### src/rtl/aes_arb_pkg.sv
// Shared types and constants for the two-requester AES engine arbiter.
package aes_arb_pkg;

  localparam int AES_W = 128;
  localparam int TIMEOUT_CYCLES_DEF = 512;

  localparam logic REQ_ID0 = 1'b0;
  localparam logic REQ_ID1 = 1'b1;

  typedef enum logic [1:0] {
    S_IDLE,
    S_LOAD,
    S_RUN,
    S_DONE
  } arb_state_t;

endpackage

### src/rtl/aes_rr_picker.sv
// Two-way round-robin picker: one-hot grant from pending requests
// and the id of the most recently served requester.
module aes_rr_picker
  import aes_arb_pkg::*;
(
  input  logic [1:0] req,
  input  logic       last,
  output logic [1:0] grant
);

  always_comb begin
    grant = 2'b00;
    unique case (1'b1)
      (req == 2'b11): begin
        if (last == REQ_ID0) grant[REQ_ID1] = 1'b1;
        else                 grant[REQ_ID0] = 1'b1;
      end
      (req == 2'b01): grant[REQ_ID0] = 1'b1;
      (req == 2'b10): grant[REQ_ID1] = 1'b1;
      default:        grant = 2'b00;
    endcase
  end

endmodule

### src/rtl/aes_arbiter.sv
// Arbitrates two requesters onto one shared AES engine.
// Define AES_ARB_TIMEOUT_EN to add the RUN watchdog and the err port.
module aes_arbiter
  import aes_arb_pkg::*;
#(
  parameter int TIMEOUT_CYCLES = TIMEOUT_CYCLES_DEF
) (
  input  logic             clk,
  input  logic             rst,
  input  logic             req0,
  input  logic             req1,
  input  logic [AES_W-1:0] data0,
  input  logic [AES_W-1:0] data1,
  input  logic [AES_W-1:0] key0,
  input  logic [AES_W-1:0] key1,
  output logic             ack0,
  output logic             ack1,
  output logic             done0,
  output logic             done1,
  output logic [AES_W-1:0] result,
  output logic             busy,
  output logic [AES_W-1:0] eng_data,
  output logic [AES_W-1:0] eng_key,
  output logic             eng_rst,
  input  logic             eng_ready,
  input  logic [AES_W-1:0] eng_out
`ifdef AES_ARB_TIMEOUT_EN
  ,
  output logic             err
`endif
);

  if (TIMEOUT_CYCLES < 2) begin : g_bad_timeout
    $error("aes_arbiter: TIMEOUT_CYCLES must be at least 2");
  end

  arb_state_t state;
  logic       last;
  logic       gid;
  logic [1:0] grant;

  aes_rr_picker u_pick (
    .req   ({req1, req0}),
    .last  (last),
    .grant (grant)
  );

  // Ack is the grant itself, so it lands in the IDLE cycle that captures.
  assign ack0 = (state == S_IDLE) & grant[REQ_ID0];
  assign ack1 = (state == S_IDLE) & grant[REQ_ID1];

`ifdef AES_ARB_TIMEOUT_EN
  localparam int CW = $clog2(TIMEOUT_CYCLES);
  localparam logic [CW-1:0] CNT_LAST = CW'(TIMEOUT_CYCLES - 1);
  logic [CW-1:0] cnt;
`endif

  always_ff @(posedge clk or negedge rst) begin
    if (!rst) begin
      state    <= S_IDLE;
      last     <= REQ_ID1;
      gid      <= REQ_ID0;
      done0    <= 1'b0;
      done1    <= 1'b0;
      result   <= '0;
      busy     <= 1'b0;
      eng_data <= '0;
      eng_key  <= '0;
      eng_rst  <= 1'b1;
`ifdef AES_ARB_TIMEOUT_EN
      cnt      <= '0;
      err      <= 1'b0;
`endif
    end else begin
      done0 <= 1'b0;
      done1 <= 1'b0;
`ifdef AES_ARB_TIMEOUT_EN
      err   <= 1'b0;
`endif
      unique case (state)
        S_IDLE: begin
          eng_rst <= |grant;
          if (|grant) begin
            gid      <= grant[REQ_ID1];
            eng_data <= grant[REQ_ID1] ? data1 : data0;
            eng_key  <= grant[REQ_ID1] ? key1 : key0;
            busy     <= 1'b1;
            state    <= S_LOAD;
          end
        end
        S_LOAD: begin
          eng_rst <= 1'b0;
          state   <= S_RUN;
`ifdef AES_ARB_TIMEOUT_EN
          cnt     <= '0;
`endif
        end
        S_RUN: begin
          if (eng_ready) begin
            result <= eng_out;
            done0  <= (gid == REQ_ID0);
            done1  <= (gid == REQ_ID1);
            state  <= S_DONE;
          end
`ifdef AES_ARB_TIMEOUT_EN
          else if (cnt == CNT_LAST) begin
            result <= '0;
            err    <= 1'b1;
            done0  <= (gid == REQ_ID0);
            done1  <= (gid == REQ_ID1);
            state  <= S_DONE;
          end else begin
            cnt <= cnt + CW'(1);
          end
`endif
        end
        S_DONE: begin
          last  <= gid;
          busy  <= 1'b0;
          state <= S_IDLE;
        end
        default: state <= S_IDLE;
      endcase
    end
  end

endmodule

### config.mk
export PLATFORM = sky130hd
export DESIGN_NAME = aes_arbiter
export DESIGN_NICKNAME = d
export VERILOG_FILES = /design/src/rtl/aes_arb_pkg.sv /design/src/rtl/aes_rr_picker.sv /design/src/rtl/aes_arbiter.sv
export SDC_FILE = /design/constraint.sdc
export NUM_CORES = 1
export LEC_CHECK = 0
export ABC_CLOCK_PERIOD_IN_PS = 2600
export CAP_MARGIN = 20
export CORE_AREA = 8 8 393 395
export CTS_CLUSTER_DIAMETER = 50
export CTS_CLUSTER_SIZE = 25
export DETAILED_ROUTE_END_ITERATION = 8
export DIE_AREA = 0 0 401 403
export GPL_TIMING_DRIVEN = 0
export RECOVER_POWER = 25
export SLEW_MARGIN = 20
export SYNTH_ARGS = -nofsm -noshare
export SYNTH_HDL_FRONTEND = slang
export SYNTH_SLANG_ARGS = --single-unit
### constraint.sdc
create_clock -name clk -period 2.6 [get_ports clk]
set_clock_uncertainty 0.15 [all_clocks]
set_input_delay 0.52 -clock clk [delete_from_list [all_inputs] [get_ports clk]]
set_output_delay 0.52 -clock clk [all_outputs]
set_load 0.01 [all_outputs]
# After elaboration in Yosys (flattened, before gate mapping)
# Index checks and enable logic that the tools add are counted.
# op_classes
mux	16
n_reduce_logical	8
n_eq_ne	8
bitwise_logic	3
# ops
op	n
128-bit 2-to-1 mux	2
2-bit == test, second input constant	4
1-bit case mux with 2 select lines	4
2-bit case mux with 4 select lines	1
2-bit AND reduction	4
1-bit 2-to-1 mux	7
2-bit by 1-bit == test with 1-bit output, second input constant	2
2-bit 2-to-1 mux	2
2-bit nonzero test	2
1-bit bitwise AND	2
2-bit zero test	1
2-bit by 1-bit != test with 1-bit output, second input constant	1
2-bit != test, second input constant	1
2-bit OR reduction	1
1-bit NOT	1
# totals
register_bits	392
elab_cells	45
out_inout_bits	390
input_bits	645

# Longest topological paths before layout
# Gate-level depths: netlist (run 1).
# logic_depth
ltp_word	5
ltp_mapped	8
mapped_depth_nobuf	5

# Hierarchy
# Synthesis (run 1) repeated with hierarchy kept, for this count alone.
# hier_totals
hier_cells	1416
hier_area_um2	16809.9
# modules_own_cells
mod	area_each_um2	instances	seq_area_each_um2	cells_per_inst
aes_arbiter	16791.1	1	9811.9	1413
aes_rr_picker	18.8	1	0.0	3

# Least setup slack after synthesis (run 1)
# Ideal clock, no wire load.
# synth_path
path_kind	input-to-output
startpoint	input req1
endpoint	output ack1
path_slack_ps	713
required_ps	1930
cell_stages	4
arrival_time_ps	1217
path_buffers	2
cell_sequence	a21boi_4 buf_4 buf_2 and2_1
# synth_via
elab_chain_cells	3
word_cells_on_any_way	4
classes_between	eq/ne: 2; mux: 1; bitwise: 1
# synth_lines
item	line_no	text
start, declared	aes_arbiter.sv:11	input logic req1,
2-bit == test, on equally long branches	aes_rr_picker.sv:19, aes_rr_picker.sv:14	
1-bit case mux with 2 select lines (*)	aes_rr_picker.sv:13	unique case (1'b1)
1-bit bitwise AND (*)	aes_arbiter.sv:50	assign ack1 = (state == S_IDLE) & grant[REQ_ID1];
end, declared	aes_arbiter.sv:17	output logic ack1,
# Every way passes the cells marked *; elsewhere a longest branch is shown, timed or not.

# Worst setup path in the final report (run 1)
# layout_path
startpoint	register result[107]
endpoint	output result[107]
# layout_rtl
item	line_no	text
start, declared	aes_arbiter.sv:20	output logic [AES_W-1:0] result,
start signal, assigned	aes_arbiter.sv:100	result <= eng_out;
# No word-level cell between the ends.

==> results of run 1 <==
## area by class of cell
type,instances,area share (%)
diodes,16,0.125
plain buffers,126,2.37
clock buffers,79,5.64
clock inverters,44,1.72
inverters,5,0.0587
multi-input cells,1176,19.2
flip-flops and latches,392,30.7
well taps,1944,7.61
repair buffers,1041,32.6
## placed cells by master (no fill, tap or decap), types with 8 or more instances in the layout
master | synthesis | layout
sky130_fd_sc_hd__nor2_1 | 260 | 260
sky130_fd_sc_hd__buf_2 | 92 | 87
sky130_fd_sc_hd__a31oi_1 | 256 | 256
sky130_fd_sc_hd__buf_4 | 17 | 22
sky130_fd_sc_hd__clkbuf_1 | 7 | 11
sky130_fd_sc_hd__mux2_2 | 129 | 129
sky130_fd_sc_hd__clkbuf_16 | 0 | 68
sky130_fd_sc_hd__diode_2 | 0 | 16
sky130_fd_sc_hd__clkinvlp_4 | 0 | 11
sky130_fd_sc_hd__bufinv_16 | 0 | 8
sky130_fd_sc_hd__inv_6 | 0 | 11
sky130_fd_sc_hd__dlygate4sd2_1 | 0 | 26
sky130_fd_sc_hd__clkdlybuf4s50_1 | 0 | 1004
sky130_fd_sc_hd__nand2_1 | 515 | 515
sky130_fd_sc_hd__buf_6 | 11 | 14
sky130_fd_sc_hd__dfrtp_1 | 390 | 390
## sequential cells by signal (all words and copies together) (netlist names)
signal,count
gid,1
result,128
eng_rst,1
eng_key,128
last,1
done0,1
state,2
eng_data,128
busy,1
done1,1
## timing repair
item	CTS	global route
cloned	0	0
hold buffers	1	0
gates resized for setup	50	3
endpoints found under the setup margin	105	12
buffers inserted	2	0
endpoints found under the hold margin	63	0
## routing by layer
| metal | part of all wire, % | wire length (um) | vias up |
|---|---|---|---|
| li1 | - | - | 7994 |
| met1 | 40 | 54700 | 9137 |
| met2 | 48 | 65800 | 958 |
| met3 | 10 | 14100 | 190 |
| met4 | 2.3 | 3200 | 38 |
| met5 | 0.18 | 244 | - |
## cells by family (layout without fill, tap and decap cells)
group                    Yosys count  count (layout)
AND/OR/NAND/NOR                  779             779
flip-flops                       392             392
AO/OA/AOI/OAI                    264             264
buffers and inverters            132            1295
multiplexers                     129             129
adder cells (fa/ha/maj)            4               4
other                              0              16
## path summary, 6_finish.rpt
path	slack, ns	startpoint	cells past startpoint	end
setup / recovery	0.07	result[107]	1	result[107]
hold / removal	0.22	rst	2	result[4]
setup reg to reg	0.26	state[0]	6	result[80]
hold reg to reg	0.35	result[77]	1	result[77]
max in group asynchronous	0.27	rst	4	eng_data[84]
min in group clk	0.28	data1[64]	3	eng_data[64]
## per-stage QoR
stage                     setup TNS (ns)  setup slack [ns]  instance area (um^2)
after floorplan                        0             0.713                 16700
after global placement          -7284.52            -18.58                 29500
after detailed placement          -76.03             -1.11                 29600
after CTS                              0           0.00142                 32000
after global routing                   0           0.00197                 31900
final                                  0            0.0705                 31900
## where the power goes
| group | internal, W | switching [W] |
|---|---|---|
| Combinational | 0.00887 | 0.0101 |
| Sequential | 0.00927 | 0.00226 |
| Clock | 0.00586 | 0.00363 |
==> impl.org, run 1 <==
** Clocking
- Clock root buffer :: sky130_fd_sc_hd__clkbuf_16
- In this run, CTS created clock tree buffers numbering 68.
- The later pin in the worst-skew pair is clocked with a latency of 0.63 ns.
- The clock net in this run drives a total of 392 sinks.
- The clock tree synthesis step divided the H-tree into 3 levels.
- Counting along the longest clock path gives a buffer depth of 3.
- CTS tree :: yes
- After clock tree synthesis, the clock-pin slew on the worst setup and hold paths is 0.06 ns.

** GRT
- In this run the most used layer during global routing was met2.
- Entering global routing, the biggest net connects 92 pins.
- Vias in the first global route :: 18,871
- Global routing consumed, on the met3 layer, 6.68% of the routing resources.
- Global routing consumed, over all layers together, 16.3% of the routing resources.
- Global routing used 19.3% of the available met1 tracks.
- The number of antenna violations at the first check in global routing is 64.
- For met2 alone, demand over resource in global routing was 27.2%.
- Overflow after GRT :: 0
- The first global-routing pass estimated 180,000 um of wire.

** Timing
- The count of final max-slew check failures came to 0.
- The worst path needs 2.53 ns of the cycle, external delays included.
- Timing would allow up to 395 MHz.
- Unrepaired setup endpoints after global routing :: no
- Share of the clock period used by the worst path :: 97.3%
- Final hold violation count :: 0
- Hold is met by 0.222 ns.
- Setup violations remaining at the end of the flow were counted as 0.
- At the pin with the least slew margin, the transition time is 1.22 ns.
- The worst pin sits at a relative slew slack of 18.5%.

** Placement
- At the end of routability-driven placement, the weighted congestion stood at 0.952.
- Detailed placement finished with a half-perimeter wire length of 117,000 um.
- After detailed placement, the design holds a cell count of 4,682.
- The count of buffers added on input and output ports is 1,034.

** Yosys
- The synthesized design contains 392 register bits.
- Cell type with the highest aggregate area in the netlist :: sky130_fd_sc_hd__dfrtp_1
- In this run the biggest area consumer among cell types represents 58.5% of the synthesized area.
- Yosys cell types :: 22
- Yosys warnings :: 0
- The synthesized netlist devotes 0% of its cell area to XOR and XNOR gates.
- Top cells by count, synth :: sky130_fd_sc_hd__nand2_1, sky130_fd_sc_hd__dfrtp_1, sky130_fd_sc_hd__nor2_1
- Of the total synthesized cell area, the portion taken by AND, OR, NAND and NOR gates is 17.6%.
- Dominant combinational cell family by area after synthesis :: simple AND/OR/NAND/NOR gates
- The number of nets handed over by synthesis was 2,349.
- Dominant cells by area after synthesis :: sky130_fd_sc_hd__dfrtp_1, sky130_fd_sc_hd__nand2_1, sky130_fd_sc_hd__a31oi_1, sky130_fd_sc_hd__mux2_2, sky130_fd_sc_hd__nor2_1
- Most frequently used cell type in the post-synthesis netlist :: sky130_fd_sc_hd__nand2_1
- Avg Inst Size Synth :: 9.81 um^2
- Counting flops with an async set or reset pin after synthesis yields a share of 100%.
- The synthesized design contains 0 enable-type register cells.
- Among all flip-flop cells after synthesis, the most frequent one is sky130_fd_sc_hd__dfrtp_1.
- Register area share after synthesis :: 58.8%
- Synth Area in Adders :: 0.300%
- Counting every instance in the synthesized netlist gives 1,700.
- Multiplexer share of the synthesized area :: 8.71%
- Cell area after synthesis :: 16,700 um^2
- The synthesized netlist devotes 10.0% of its cell area to compound gates.

** Detailed routing
- After detailed routing, the number of vias per cell comes to 3.80.
- Post-route DRC :: 0
- In this run the remaining antenna-violating nets after routing total 0.
- Post-DR wirelength/cell :: 28.6 um
- The routed design has 138,000 um of wire.
- After the first detailed-routing iteration, the DRC count stood at 1,525.
- Before antenna repair, the detailed router went through 6 iterations.
- For this block, the via count after detailed routing is 18,317.

** Power
- Summing internal, switching and leakage power gives 0.0400 W.
- Maximum VDD drop :: 0.479 mV
- For this design the ratio of total power to cell area is 1250 nW/um^2.
- Summed over all cells, the static leakage comes to 12.8 nW.

** Critical path
- Slowest Stage Delay on Critical Path :: 0.87 ns
- CP required :: 1.93 ns
- Critical path launch point type :: register
- Slowest cell on the critical path :: sky130_fd_sc_hd__clkdlybuf4s50_1
- Critical Path Fanout Max :: 2
- CP arrival :: 1.86 ns
- Among cell families on the critical path, the largest total delay comes from buffers and inverters.
- Traced cell by cell, the critical path runs through clkdlybuf4s50_1.
- The critical path is of the reg -> out type.
- Sort of element at the end of the critical path :: output pin
- Count of buffer and inverter cells on the critical path :: 1

** Die
- Width of the die :: 401 um
- Initial core utilization :: 11.2%
- Row cnt :: 142
- The die covers 162,000 um^2.
- From bottom edge to top edge, the die measures 403 um.
- In this run the count of I/O pins placed on the die edge is 1,035.
- Core box area :: 149,000 um^2

** Cells and area
- In the final layout, the share of cells above drive strength 1 is 13.4%.
- Area of the multi-input gates :: 6130 um^2
- Post-route non-filler standard cell count :: 4,823
- Reg area :: 9810 um^2
- Core Util, Final :: 21.5%
- The layout has 16,280 filler cells.
- Synth-to-Final Area Change :: 91.6%
- Count of nets after finishing :: 3,459

** Job
- Max cap viols :: 0

** Run status
- Result of the run :: finished clean

** Min path
- Worst hold path class :: in -> async
No activity file was read; power rests on OpenSTA's default activity.
==> inputs of run 2 (changes only) <==
--- a/config.mk
+++ b/config.mk
@@ -13,7 +13,7 @@
 export DETAILED_ROUTE_END_ITERATION = 8
 export DIE_AREA = 0 0 401 403
 export GPL_TIMING_DRIVEN = 0
-export RECOVER_POWER = 25
+export REMOVE_ABC_BUFFERS = 1
 export SLEW_MARGIN = 20
 export SYNTH_ARGS = -nofsm -noshare
 export SYNTH_HDL_FRONTEND = slang
==> run 2 against run 1 <==
Combinational power down 6%. Register-to-register slack worse by 0.11 ns. Critical path depth unchanged. Non-clock buffer count down 94. Largest cell class unchanged. Highest routed layer unchanged.
==> impl.org, run 2 (synthesized netlist as in run 1, its figures left out) <==
** Clocking
- In this run the number of H-tree levels came out at 3.
- The clock passes through at most 3 buffers.
- The clock reaches the later pin of the worst-skew pair after 0.63 ns.
- Clock sinks :: 392
- After clock tree synthesis, the clock-pin slew on the worst setup and hold paths is 0.06 ns.
- The root buffer cell chosen for the clock tree is sky130_fd_sc_hd__clkbuf_16.
- TritonCTS built the clock tree.
- Clock tree synthesis inserted a total of 75 buffers.

** Die
- Measured along the x axis, the die boundary spans 401 um.
- The core region is 149,000 um^2.
- Initial core utilization :: 11.2%
- Pin placement for this block handled 1,035 I/O pins.
- Die height :: 403 um
- Row cnt :: 142
- The die covers 162,000 um^2.

** Detailed routing
- Dividing the detail-routed via count by the number of cells gives 3.56.
- Post-DR wirelength/cell :: 20.8 um
- Post-route DRC :: 0
- The routed design has 98,500 um of wire.
- Number of vias after detailed routing :: 16,863
- Antenna Nets Post-Route :: 0
- Initial drt markers :: 1,029
- The first detailed-routing pass took 5 iterations.

** Critical path
- In this run the critical register-to-register path is launched from state[0].
- Together, buffers and inverters on the worst path number 1.
- In this design, the largest share of critical-path delay is due to buffers and inverters.
- Critical Path Fanout Max :: 2
- Sort of element at the end of the critical path :: output pin
- At the worst endpoint, the arrival time is 1.81 ns.
- Critical path launch point type :: register
- Slowest cell on the critical path :: sky130_fd_sc_hd__clkdlybuf4s50_1
- Kind of critical path :: reg -> out
- Critical Path Start :: eng_key[110]
- At the worst endpoint, the required time is 1.93 ns.
- Slowest Stage Delay on Critical Path :: 0.80 ns
- Worst path cell trace :: clkdlybuf4s50_1

** Timing
- The worst path uses 95.3% of the clock period.
- Final setup violation count :: 0
- Adding up every negative setup slack in the final design gives 0 ns.
- Final hold violation count :: 0
- Worst setup slack after layout :: 0.123 ns
- Final Max Slew Viols :: 0
- For the pin with the worst max-slew slack, the measured transition is 0.638 ns.
- After layout, the minimum clock period comes to 2.48 ns.
- Maximum operating frequency :: 404 MHz
- Setup repair after global routing left no endpoint under its margin.
- Worst slew margin relative to its limit :: 57.5%

** Placement
- DP HPWL :: 79,200 um
- Placed cell count :: 4,582
- At the end of routability-driven placement, the weighted congestion stood at 0.845.
- Timing analysis after detailed placement gives a worst setup slack of -0.889 ns.
- The count of buffers added on input and output ports is 1,034.

** Min path
- Worst hold path class :: in -> async

** Power
- Of the total power, registers draw 28.2%.
- Share of total power in combinational logic :: 45.0%
- Net switching is 37.0% of the power.
- Cell internal pwr :: 0.0249 W
- IR analysis of the VDD net gives a maximum drop of 0.523 mV.
- Pwr Density :: 1220 nW/um^2
- The clock network burns 26.7% of the power.
- For this design the total switching power over the nets is 0.0146 W.
- Total leakage power :: 12.9 nW

** Cells and area
- In the final layout, the share of cells above drive strength 1 is 11.2%.
- The library cell used most frequently in the layout, excluding fill and tap cells, is sky130_fd_sc_hd__clkdlybuf4s50_1.
- In the final layout, the registers with the most flip-flops are eng_data: 128 flops, eng_key: 128 flops, result: 128 flops.
- Excluding fillers, the count of instances in the completed layout stands at 4,733.
- At the end of the flow, the number of nets in the layout was 3,374.
- Synth-to-Final Area Change :: 94.4%
- Leaving out fill and tap cells, the most frequent cells in the layout are sky130_fd_sc_hd__clkdlybuf4s50_1, sky130_fd_sc_hd__nand2_1, sky130_fd_sc_hd__dfrtp_1.

** Run status
- Result of the run :: finished clean

** GRT
- Overflow after GRT :: 0
- Initial antenna violation count :: 10
- Vias in the first global route :: 17,440
- Entering global routing, the biggest net connects 85 pins.
- For this run, the total global-route usage over all layers was measured as 11.5%.
- The first global-routing pass estimated 135,000 um of wire.

** Job
- Across the run, the number of max-cap violations was 0.
## run 2: per-stage QoR
step	hold WS, ns	power [W]	util [%]	instance area, um^2
floorplan	0.0744	0.0165	-	15900
global placement	0.330	0.0240	19.3	28700
global route	0.157	0.0420	21.8	32400
finish	0.183	0.0396	21.8	32400
detailed placement	0.265	0.0294	19.9	29600
CTS	0.0982	0.0404	21.8	32300
## run 2: what timing repair did
item | in CTS | in global routing
endpoints found under the setup margin | 93 | 81
gates resized for setup | 28 | 4
hold endpoints to repair | 170 | 0
setup buffers | 2 | 4
hold buffers | 1 | 0
gates cloned | 2 | 1
## run 2: path summary, 6_finish.rpt
| check | cells after the start | slack [ns] | to |
|---|---|---|---|
| min in group clk | 3 | 0.27 | eng_key[43] |
| setup / recovery | 1 | 0.12 | eng_key[110] |
| hold / removal | 2 | 0.18 | eng_key[40] |
| setup reg to reg | 9 | 0.15 | eng_data[103] |
| max in group asynchronous | 5 | 0.44 | eng_key[111] |
| hold reg to reg | 1 | 0.34 | done0 |
## run 2: per-layer routing
metal / track usage (%) / vias up / wire, um
li1: - / 7797 / -
met1: 12.7 / 8234 / 37200
met2: 20.1 / 689 / 49600
met3: 5.09 / 137 / 9400
met4: 2.99 / 6 / 2250
met5: 0 / - / 39
## run 2: final cells by class
cell class | instances | area [um^2]
fillers | 16162 | 116000
repair buffers | 1073 | 11300
flip-flops and latches | 392 | 9810
multi-input cells | 1178 | 6160
well taps | 1944 | 2430
clock buffers | 90 | 2000
clock inverters | 49 | 712
inverters | 5 | 18.8
diodes | 2 | 5.00
## run 2: power groups by stage
| stage | Combinational [W] | Clock (W) | Sequential (W) |
|---|---|---|---|
| after floorplan | 0.00455 | 0 | 0.0119 |
| final | 0.0178 | 0.0106 | 0.0112 |
| after detailed placement | 0.0182 | 0 | 0.0112 |
| after global routing | 0.0192 | 0.0112 | 0.0116 |
| after CTS | 0.0182 | 0.0110 | 0.0112 |
| after global placement | 0.0140 | 0 | 0.0100 |
==> inputs of run 3 (changes only) <==
--- a/config.mk
+++ b/config.mk
@@ -14,7 +14,6 @@
 export DIE_AREA = 0 0 401 403
 export GPL_TIMING_DRIVEN = 0
 export REMOVE_ABC_BUFFERS = 1
-export SLEW_MARGIN = 20
 export SYNTH_ARGS = -nofsm -noshare
 export SYNTH_HDL_FRONTEND = slang
 export SYNTH_SLANG_ARGS = --single-unit
==> run 3 against run 2 <==
Via count up 0.29%. Sequential power about the same. Worst hold slack improved by 0.083 ns. Sequential share of layout area up 0.25 points. Worst setup slack worse by 0.028 ns. Sequential cell count did not move. Core utilization decreased by 0.18 points. Power is 0.54% lower. Final area shrank 0.81%. Largest cell class unchanged. Largest power group unchanged.
==> impl.org, run 3 (synthesized netlist as in run 1, its figures left out) <==
** Run status
- The run finished with clean final reports.

** Placement
- Number of port buffers :: 1,034
- DP HPWL :: 78,100 um
- Routability-driven placement finished with a final weighted congestion of 0.845.
- In this run the cell area measured after placement is 29,400 um^2.
- Placed cell count :: 4,575

** Die
- Initial core utilization :: 11.2%
- Width of the die :: 401 um
- The total area inside the core boundary comes to 149,000 um^2.
- The die is 403 um tall.
- The die covers 162,000 um^2.
- For this design the top-level I/O count stands at 1,035.
- Row generation in the floorplan step produced 142 rows.

** Detailed routing
- Number of vias after detailed routing :: 16,912
- Initial drt markers :: 1,176
- Post-DR wirelength/cell :: 21.2 um
- Post-route DRC :: 0
- For this block, the routed nets add up to 100,000 um of wire.
- The first detailed-routing pass ran for 5 iterations.
- After detailed routing, the number of vias per cell comes to 3.58.
- Antenna Nets Post-Route :: 0

** Timing
- Worst slew margin relative to its limit :: 42.7%
- The final critical path takes up 96.3% of the cycle.
- Final hold violation count :: 0
- After layout, the minimum clock period comes to 2.50 ns.
- Final setup violation count :: 0
- Setup repair after global routing left no endpoint under its margin.
- Setup_tns :: 0 ns
- At the pin with the least slew margin, the transition time is 0.860 ns.
- Static timing analysis puts the maximum clock frequency at 399 MHz.
- The count of final max-slew check failures is 0.

** Cells and area
- Post-route non-filler standard cell count :: 4,728
- The library cells used most frequently in the layout, excluding fill and tap cells, are sky130_fd_sc_hd__clkdlybuf4s50_1, sky130_fd_sc_hd__nand2_1, sky130_fd_sc_hd__dfrtp_1.
- Compared with the post-synthesis result, the final layout area differs by 92.8%.
- After routing the design area is 32,200 um^2.
- Top Registers :: eng_data: 128 flops, eng_key: 128 flops, result: 128 flops
- Share of post-route cells with drive strength above 1 :: 11.0%
- Most common cell after layout, fill and taps aside :: sky130_fd_sc_hd__clkdlybuf4s50_1
- Count of filler cells inserted in the layout :: 16,146
- For this run, the post-layout net count is 3,369.

** GRT
- Entering global routing, the biggest net connects 104 pins.
- Overflow after GRT :: 0
- Total routing resource utilization after global routing :: 11.6%
- Initial antenna violation count :: 11
- The first global-routing pass estimated 135,000 um of wire.
- Vias in the first global route :: 17,130

** Power
- Power spread over the standard cell area amounts to 1220 nW/um^2.
- Total leakage power :: 12.8 nW
- Maximum VDD drop :: 0.535 mV

** Clocking
- Clock-pin slew was measured on the worst setup and hold paths at 0.06 ns.
- Clock sinks :: 392
- CTS placed an instance of sky130_fd_sc_hd__clkbuf_16 at the clock tree root.
- CTS tree :: yes
- Buffers from clock root to sink, at most :: 3
- Num CTS Buffers :: 74
- H-tree Lvls :: 3
- Clock Latency Late Sink :: 0.63 ns

** Critical path
- Slowest cell on the critical path :: sky130_fd_sc_hd__dlygate4sd2_1
- In this run the worst path has a maximum fanout of 36.
- Among the stages of the critical path, the cell type that occurs most often is sky130_fd_sc_hd__buf_12.
- Worst path cell trace :: dlygate4sd2_1 > a21boi_4 > buf_4 > buf_12 > buf_12 > buf_16 > buf_12 > buf_12 > nand2_1 > a31oi_1
- For this run, the slowest stage of the critical path takes 0.46 ns.
- Worst Reg-to-Reg Cells :: 9
- In this run the critical register-to-register path is launched from last.
- STA classifies the critical path endpoint as a register.
- At the worst endpoint, the required time is 3.02 ns.
- CP arrival :: 2.92 ns
- The setup path with the least slack is of type in -> reg.
- The most critical setup path has its startpoint at req0.
- Total number of cells along the worst setup path :: 10
- In this run the register-to-register setup slack is 0.14 ns.
- The critical path ends at eng_data[89].
- Together, buffers and inverters on the worst path number 7.
- Family with the most delay on the worst path :: buffers and inverters
- Reg2reg end :: eng_data[89]
- The worst setup path is launched from a primary input.

** Min path
- Worst hold path class :: in -> reg

** Job
- Max cap viols :: 0
-- run 3: worst register-to-register path, stage by stage (launching register included) --
cell and delay, ns:
sky130_fd_sc_hd__dfstp_2 0.42, sky130_fd_sc_hd__a21boi_4 0.14, sky130_fd_sc_hd__buf_4 0.24, sky130_fd_sc_hd__buf_12 0.21, sky130_fd_sc_hd__buf_12 0.26, sky130_fd_sc_hd__buf_16 0.19, sky130_fd_sc_hd__buf_12 0.22, sky130_fd_sc_hd__buf_12 0.25
sky130_fd_sc_hd__nand2_1 0.15, sky130_fd_sc_hd__a31oi_1 0.17
-- run 3: metal layers --
metal	global-route usage [%]	vias up	routed length (um)
met5	0	-	27
met4	3.09	4	2280
met3	4.79	122	9290
met2	20.1	715	50300
met1	13.0	8286	38400
li1	-	7785	-
-- run 3: how the worst min path moves through the flow --
stage | from | end | depth (start not counted)
global route | data0[79] | eng_data[79] | 3
detailed placement | gid | done0 | 1
floorplan | rst | busy | 0
global placement | gid | done0 | 1
finish | data0[44] | eng_data[44] | 3
CTS | data0[64] | eng_data[64] | 3
-- run 3: layout make-up --
class | count | area [um^2] | area share [%]
inverter | 5 | 18.8 | 0.0584
clock buffer | 85 | 1930 | 6.01
tap | 1944 | 2430 | 7.56
antenna | 4 | 10.0 | 0.0311
timing repair buffer | 1068 | 11100 | 34.5
multi-input combinational | 1179 | 6170 | 19.2
sequential | 392 | 9810 | 30.5
clock inverter | 51 | 672 | 2.09
-- run 3: what timing repair did --
item | in CTS | in global routing
buffers inserted | 3 | 1
endpoints found under the hold margin | 101 | 0
endpoints found under the setup margin | 101 | 74
resized for setup | 29 | 2
hold buffers | 1 | 0
cloned | 4 | 4
pin swaps | 2 | 1
-- run 3: power breakdown --
group / internal [W] / switching, W
Clock: 0.00631 / 0.00389
Combinational: 0.00900 / 0.00897
Sequential: 0.00927 / 0.00191
-- run 3: metrics by stage --
stage | total power [W] | util [%] | hold slack [ns] | worst slack, ns
after detailed placement | 0.0292 | 19.8 | 0.335 | -0.916
after global routing | 0.0417 | 21.6 | 0.201 | 0.00467
after global placement | 0.0240 | 19.3 | 0.330 | -18.91
after floorplan | 0.0165 | - | 0.0744 | -7.22
final | 0.0394 | 21.6 | 0.266 | 0.0951
after CTS | 0.0400 | 21.6 | 0.161 | 0.00246
